[config.mk]
export PLATFORM = sky130hd
export DESIGN_NAME = core_inst_seq
export DESIGN_NICKNAME = d
export VERILOG_FILES = /design/src/rtl/core_inst_seq.sv
export SDC_FILE = /design/constraint.sdc
export NUM_CORES = 1
export LEC_CHECK = 0
export BUFFER_PORTS_ARGS = -buffer_cell sky130_fd_sc_hd__buf_4
export CAP_MARGIN = 20
export CORE_AREA = 10 10 82 84
export CTS_BUF_LIST = sky130_fd_sc_hd__clkbuf_16
export DETAILED_ROUTE_END_ITERATION = 6
export DIE_AREA = 0 0 92 94
export MAX_ROUTING_LAYER = met4
export PLACE_DENSITY = 0.58
export SLEW_MARGIN = 20
export SYNTH_ARGS = -nofsm -noshare
export SYNTH_HDL_FRONTEND = slang
export SYNTH_SLANG_ARGS = --single-unit
[constraint.sdc]
create_clock -name clk -period 2.65 [get_ports clk]
set_input_delay 0.265 -clock clk [delete_from_list [all_inputs] [get_ports clk]]
set_output_delay 0.265 -clock clk [all_outputs]
set_load 0.02 [all_outputs]
[src/rtl/core_inst_seq.sv]
// core_inst_seq: instruction sequencer for one attention core.
//
// A single start pulse runs a complete job on the core's 30-bit instruction
// interface. The sequencer loads K and Q vectors into the current kmem/qmem
// bank, pushes K into the MAC array, streams Q through it, drains the array,
// and writes ofifo results into pmem. The kmem/qmem bank alternates between
// even and odd after every completed job.
//
// Optional feature macro: CORE_INST_SEQ_SFP_EN
//   defined   : an SFP/normalization pass into norm memory follows write-back.
//   undefined : write-back goes straight to DONE; the pmem_rd, norm and sfp
//               fields of inst are constant 0.
//
// Parameters
//   col       K vectors loaded into the array (kmem addresses 0..col-1), <= 16
//   n_q       Q vectors per job (qmem/pmem/norm addresses 0..n_q-1), 1..16
//   drain_cyc idle cycles after the last mac_exe, < 256
//   fifo_lat  cycles from ofifo_rd to the matching pmem_wr
//
// Ports
//   clk       single clock
//   reset     synchronous, active-high
//   start     job request, sampled only while idle
//   in_valid  external load data valid this cycle
//   in_ready  high during the K and Q load phases
//   inst      core instruction word
//   busy      high whenever a job is in progress
//   done      one-cycle pulse at job end
//   bank      current kmem/qmem bank (0 = even, 1 = odd)
//
// Timing: every output is a flop. busy, in_ready, done and bank line up with
// the FSM state. inst is computed from the current state, phase counter and
// in_valid, so each instruction word appears in the cycle after the state
// cycle that issued it; a load beat accepted in cycle c drives its write
// word in cycle c+1.
module core_inst_seq #(
  parameter int unsigned col       = 8,
  parameter int unsigned n_q       = 8,
  parameter int unsigned drain_cyc = 16,
  parameter int unsigned fifo_lat  = 1
) (
  input  logic        clk,
  input  logic        reset,
  input  logic        start,
  input  logic        in_valid,
  output logic        in_ready,
  output logic [29:0] inst,
  output logic        busy,
  output logic        done,
  output logic        bank
);

  // Phase counter width; wide enough for the longest phase (drain_cyc).
  localparam int unsigned CntW = 8;

  // inst bit positions.
  localparam int unsigned PmemWr   = 0;
  localparam int unsigned KmemWrE  = 2;
  localparam int unsigned KmemWrO  = 3;
  localparam int unsigned KmemRdE  = 4;
  localparam int unsigned KmemRdO  = 5;
  localparam int unsigned QmemWrE  = 6;
  localparam int unsigned QmemWrO  = 7;
  localparam int unsigned QmemRdE  = 8;
  localparam int unsigned QmemRdO  = 9;
  localparam int unsigned OfifoRd  = 18;
  localparam int unsigned MacLoadk = 19;
  localparam int unsigned MacExe   = 20;
`ifdef CORE_INST_SEQ_SFP_EN
  localparam int unsigned PmemRd     = 1;
  localparam int unsigned NormWr     = 21;
  localparam int unsigned SfpAcc     = 27;
  localparam int unsigned SfpDiv     = 28;
  localparam int unsigned SfpIfifoWr = 29;
`endif

  // Phase boundaries in counter units.
  localparam logic [CntW-1:0] One       = CntW'(1);
  localparam logic [CntW-1:0] ColC      = CntW'(col);
  localparam logic [CntW-1:0] ColLast   = CntW'(col - 1);
  localparam logic [CntW-1:0] NqC       = CntW'(n_q);
  localparam logic [CntW-1:0] NqLast    = CntW'(n_q - 1);
  localparam logic [CntW-1:0] DrainLast = CntW'(drain_cyc - 1);
  localparam logic [CntW-1:0] LatC      = CntW'(fifo_lat);
  localparam logic [CntW-1:0] WbLast    = CntW'(n_q + fifo_lat - 1);
`ifdef CORE_INST_SEQ_SFP_EN
  localparam logic [CntW-1:0] Two       = CntW'(2);
  localparam logic [CntW-1:0] Three     = CntW'(3);
  localparam logic [CntW-1:0] Four      = CntW'(4);
  localparam logic [CntW-1:0] NqP1      = CntW'(n_q + 1);
  localparam logic [CntW-1:0] NqP2      = CntW'(n_q + 2);
  localparam logic [CntW-1:0] SfpLast   = CntW'(n_q + 3);
`endif

  typedef enum logic [3:0] {
    StIdle,
    StKload,
    StQload,
    StKread,
    StExec,
    StDrain,
    StWb,
    StSfp,
    StDone
  } state_e;

  state_e          state_q, state_d;
  logic [CntW-1:0] cnt_q, cnt_d;
  logic            bank_d;
  logic            busy_d, in_ready_d, done_d;
  logic [29:0]     inst_d;
  logic            hs;

  // Load handshake; in_ready is only ever high in the two load states.
  assign hs = in_valid && in_ready;

  // Next-state and phase counter.
  always_comb begin
    state_d = state_q;
    cnt_d   = cnt_q;
    bank_d  = bank;
    case (state_q)
      StIdle: begin
        if (start) begin
          state_d = (col == 0) ? StQload : StKload;
          cnt_d   = '0;
        end
      end
      StKload: begin
        if (hs) begin
          if (cnt_q == ColLast) begin
            state_d = StQload;
            cnt_d   = '0;
          end else begin
            cnt_d = cnt_q + One;
          end
        end
      end
      StQload: begin
        if (hs) begin
          if (cnt_q == NqLast) begin
            state_d = StKread;
            cnt_d   = '0;
          end else begin
            cnt_d = cnt_q + One;
          end
        end
      end
      StKread: begin
        // col reads plus one trailing cycle for the delayed mac_loadk.
        if (cnt_q == ColC) begin
          state_d = StExec;
          cnt_d   = '0;
        end else begin
          cnt_d = cnt_q + One;
        end
      end
      StExec: begin
        // n_q reads plus one trailing cycle for the delayed mac_exe.
        if (cnt_q == NqC) begin
          state_d = (drain_cyc == 0) ? StWb : StDrain;
          cnt_d   = '0;
        end else begin
          cnt_d = cnt_q + One;
        end
      end
      StDrain: begin
        if (cnt_q == DrainLast) begin
          state_d = StWb;
          cnt_d   = '0;
        end else begin
          cnt_d = cnt_q + One;
        end
      end
      StWb: begin
        if (cnt_q == WbLast) begin
`ifdef CORE_INST_SEQ_SFP_EN
          state_d = StSfp;
`else
          state_d = StDone;
`endif
          cnt_d   = '0;
        end else begin
          cnt_d = cnt_q + One;
        end
      end
`ifdef CORE_INST_SEQ_SFP_EN
      StSfp: begin
        if (cnt_q == SfpLast) begin
          state_d = StDone;
          cnt_d   = '0;
        end else begin
          cnt_d = cnt_q + One;
        end
      end
`endif
      StDone: begin
        state_d = StIdle;
        cnt_d   = '0;
        bank_d  = ~bank;
      end
      default: begin
        state_d = StIdle;
        cnt_d   = '0;
      end
    endcase
  end

  // State-aligned status outputs, registered from the next state.
  always_comb begin
    busy_d     = (state_d != StIdle);
    in_ready_d = (state_d == StKload) || (state_d == StQload);
    done_d     = (state_d == StDone);
  end

  // Instruction word for the current state cycle; delayed fields are ORed
  // in from the same phase counter so overlapping pulses share one word.
  always_comb begin
    inst_d = '0;
    case (state_q)
      StKload: begin
        if (hs) begin
          inst_d[KmemWrE] = ~bank;
          inst_d[KmemWrO] = bank;
          inst_d[17:14]   = cnt_q[3:0];
        end
      end
      StQload: begin
        if (hs) begin
          inst_d[QmemWrE] = ~bank;
          inst_d[QmemWrO] = bank;
          inst_d[17:14]   = cnt_q[3:0];
        end
      end
      StKread: begin
        if (cnt_q < ColC) begin
          inst_d[KmemRdE] = ~bank;
          inst_d[KmemRdO] = bank;
          inst_d[17:14]   = cnt_q[3:0];
        end
        if (cnt_q >= One) begin
          inst_d[MacLoadk] = 1'b1;
        end
      end
      StExec: begin
        if (cnt_q < NqC) begin
          inst_d[QmemRdE] = ~bank;
          inst_d[QmemRdO] = bank;
          inst_d[17:14]   = cnt_q[3:0];
        end
        if (cnt_q >= One) begin
          inst_d[MacExe] = 1'b1;
        end
      end
      StWb: begin
        if (cnt_q < NqC) begin
          inst_d[OfifoRd] = 1'b1;
        end
        // pmem_wr k follows ofifo_rd k by fifo_lat cycles.
        if (cnt_q >= LatC) begin
          inst_d[PmemWr] = 1'b1;
          inst_d[13:10]  = cnt_q[3:0] - LatC[3:0];
        end
      end
`ifdef CORE_INST_SEQ_SFP_EN
      StSfp: begin
        // Five-stage pipeline per vector k: pmem_rd at k, ififo write at k+1,
        // accumulate at k+2, divide at k+3, norm write at k+4.
        if (cnt_q < NqC) begin
          inst_d[PmemRd] = 1'b1;
          inst_d[13:10]  = cnt_q[3:0];
        end
        if ((cnt_q >= One) && (cnt_q <= NqC)) begin
          inst_d[SfpIfifoWr] = 1'b1;
        end
        if ((cnt_q >= Two) && (cnt_q <= NqP1)) begin
          inst_d[SfpAcc] = 1'b1;
        end
        if ((cnt_q >= Three) && (cnt_q <= NqP2)) begin
          inst_d[SfpDiv] = 1'b1;
        end
        if (cnt_q >= Four) begin
          inst_d[NormWr] = 1'b1;
          inst_d[26:23]  = cnt_q[3:0] - Four[3:0];
        end
      end
`endif
      default: begin
        inst_d = '0;
      end
    endcase
  end

  always_ff @(posedge clk) begin
    if (reset) begin
      state_q  <= StIdle;
      cnt_q    <= '0;
      bank     <= 1'b0;
      busy     <= 1'b0;
      in_ready <= 1'b0;
      done     <= 1'b0;
      inst     <= '0;
    end else begin
      state_q  <= state_d;
      cnt_q    <= cnt_d;
      bank     <= bank_d;
      busy     <= busy_d;
      in_ready <= in_ready_d;
      done     <= done_d;
      inst     <= inst_d;
    end
  end

endmodule

==> summary.txt <==
Synthesis
  – Sequential area share after synthesis: 41.62%
  – Top post-synthesis cells by area: dfxtp_1 42%, buf_4 5.2%, nor2_1 5.0%, nand2_1 2.6%, mux2i_1 2.3%
  – Unique masters post-synth: 49
  – Dominant synthesized flop cell: dfxtp_1
  – Avg Inst Size Synth: 8.702 sq um
  – Compound-Gate Fraction of Synth Area: 14.81%
  – Synth warnings: 0
  – Main combinational cell family by area after synthesis: simple AND/OR/NAND/NOR gates
  – Simple-gate share of the synthesized area: 25.29%
  – Adder-Cell Fraction of Synth Area: 2.746%
  – Synth Instances: 199
  – Synth Area in XOR/XNOR: 3.035%
  – Post-synthesis mux area share: 2.312%
  – Synth top area share: 41.62%
  – #FFs+latches synth: 36
  – Synth area leader: dfxtp_1
  – Post-synth EDFFs: 0
  – Mapped Area: 0.001732 sq mm
  – FFs w/ async S/R, synth: 0%

Route
  – DR WL/cell: 13.88 um
  – Via/cell ratio: 4.976
  – First-pass DRT Iterations: 4
  – Post-route DRC violation count: 0
  – Drt initial violations: 114
  – Via count: 1473
  – Post-route ant nets: 0
  – Routed wire length: 4109 um

Global routing
  – GRT overflow: 0
  – Vias in the first global route: 1464
  – Aggregate global-route resource usage: 10.28%
  – Largest net degree at the start of global routing: 16
  – Global-route wire length before repair: 7141 um
  – Number of antenna violations at the first check in global routing: 0

Clock tree
  – Num Clock Sinks: 36
  – Clk_lat worst skew: 270 ps
  – Setup Buffers After CTS: 0
  – CTS H-Tree Depth: 2
  – Max clock buf depth: 2
  – Post-CTS Resized: 0
  – CTS tree: built
  – TritonCTS buffer count: 5
  – Clk root buf: clkbuf_16
  – Clock slew at reported path FFs: 50 ps
  – Hold_buf cts: 0

Placement
  – Pre-CTS setup slack: 265.9 ps
  – Post-DP HPWL: 3026 um
  – Placer Congestion: 0.8220
  – Post-DP Area: 0.001951 sq mm
  – Port-buffer cells: 27

Cells and area
  – Diodes inserted: 0
  – Nets: 233
  – Share of layout cells above drive strength 1: 20.80%
  – Final instance area: 0.002087 sq mm
  – Synthesis-to-layout area growth: 20.52%

Timing
  – Max-slew headroom: 64.02%
  – Final Skew: 6.723 ps
  – Crit path setup slack, layout: 355.9 ps
  – Clock period minus worst slack: 2294 ps
  – TNS Setup: 0 ps
  – Fmax achieved: 435.9 MHz
  – Worst-margin pin slew: 532.1 ps
  – Slew Limit Fails: 0
  – Number of setup violations in the final report: 0
  – Fin. Hold Viols: 0
  – Final period util: 86.57%
  – RSZ-0062 raised after global routing: false

Floorplanning
  – Ports: 38
  – Die ar.: 0.008648 sq mm
  – Die width: 92 um
  – Starting Density: 34.12%
  – Total core area: 0.005075 sq mm
  – Die height: 94 um
  – # rows: 26

Min path
  – Worst min-delay path class: in -> reg
  – Hold Path Cell Cnt: 2

Run
  – Number of max-cap violations: 0

Worst setup path
  – Critical path type: reg -> reg
  – Crit path arrival time: 2470 ps
  – Critical path launch point type: flip-flop
  – CP required: 2830 ps
  – Worst r2r path cells: 8
  – Internal reg-to-reg setup slack: 360 ps
  – Critical path endpoint category: flip-flop
  – Crit path max fanout: 7

Run status
  – Status: finished, final reports clean

Pwr
  – Final Total Pwr: 1194 uW
  – Static leakage: 0.0008768 uW
  – Max IR drop VDD: 0.0002048 V
  – PwrDens: 572.0 mW/mm^2
final cells by class:
| cell class | instances | area [sq um] |
|---|---|---|
| Clock buffer | 5 | 125.1 |
| Sequential cell | 36 | 720.7 |
| Fill cell | 535 | 2988 |
| Tap cell | 70 | 87.58 |
| Clock inverter | 2 | 7.507 |
| Timing Repair Buffer | 32 | 240.2 |
| Inverter | 8 | 30.03 |
| Multi-Input combinational cell | 143 | 875.8 |
final timing paths:
kind / start / end
max reg2reg: cnt_q[0] / cnt_q[4]
max: cnt_q[0] / cnt_q[4]
min: reset / bank
min reg2reg: cnt_q[7] / cnt_q[7]
routing by layer:
metal	track usage (%)	wire, um	vias to the layer above
met5	-	0	-
met4	5.270	78	0
met3	2.718	230	5
met2	15.18	1872	51
met1	12.60	1928	682
li1	-	-	735
registers in the layout (all words and copies together) (netlist names):
| name | flops |
|---|---|
| bank | 1 |
| busy | 1 |
| cnt_q | 8 |
| done | 1 |
| in_ready | 1 |
| inst | 20 |
| state_q | 4 |
cell usage in the layout (no fill, tap or decap), types with 2 or more instances in the layout:
| cell | instances |
|---|---|
| and3_1 | 4 |
| buf_4 | 32 |
| and2_1 | 3 |
| o21ai_0 | 7 |
| clkbuf_16 | 5 |
| or3_1 | 2 |
| ha_1 | 3 |
| nand3_1 | 8 |
| mux2i_1 | 4 |
| dfxtp_1 | 36 |
| nand3b_1 | 3 |
| xnor2_1 | 3 |
| conb_1 | 10 |
| nor2b_1 | 2 |
| a211oi_1 | 4 |
| nor2_1 | 23 |
| nor3_1 | 8 |
| xor2_1 | 3 |
| a22o_1 | 2 |
| or2_2 | 4 |
| inv_1 | 8 |
| nand2_1 | 12 |
| a21oi_1 | 6 |
| nor4_1 | 3 |
| clkinv_1 | 2 |
| nand2b_1 | 3 |
| a31oi_1 | 2 |
| o31ai_1 | 2 |
| a21o_1 | 2 |
through the flow:
stage / hold WS (ps) / instances / util, %
floorplan: 440.2 / 208 / -
global placement: 471.7 / 289 / 38.44
detailed placement: 474.2 / 289 / 38.44
CTS: 260.6 / 296 / 41.05
global route: 283.4 / 296 / 41.12
finish: 274.7 / 296 / 41.12
where the power goes:
part	leakage [uW]	internal [uW]	switching, uW
clock	0.0000648	335	196
sequential	0.000291	548	9.81
combinational	0.000521	39.4	65.3
critical path: stages (launching register included):
cell	delay [ps]
dfxtp_1	420
inv_1	120
ha_1	250
nand3b_1	160
nor2_1	140
a2111o_1	440
a21oi_2	310
nand2_1	130
o31ai_1	230
cell usage after synthesis (2+ instances only):
master and n:
dfxtp_1 36, nor2_1 23, buf_4 12, nand2_1 12, inv_1 8, nand3_1 8
nor3_1 8, a21oi_1 7, o21ai_0 7, a211oi_1 4, and3_1 4, clkbuf_1 4
mux2i_1 4, or2_2 4, and2_1 3, buf_2 3, ha_1 3, nand2b_1 3
nand3b_1 3, nor4_1 3, xnor2_1 3, xor2_1 3, a21o_1 2, a22o_1 2
a31oi_1 2, buf_6 2, nor2b_1 2, o31ai_1 2, or3_1 2
cells by family (layout without fill, tap and decap cells):
group,after synthesis,after routing
AOI/OAI and AO/OA,36,36
DFF,36,36
muxes,4,4
buffers and inverters,29,47
other,1,10
adders and majority gates,4,4
and+or+nand+nor,83,83
xor gates and xnor gates,6,6
No activity file was read; power rests on OpenSTA's default activity.
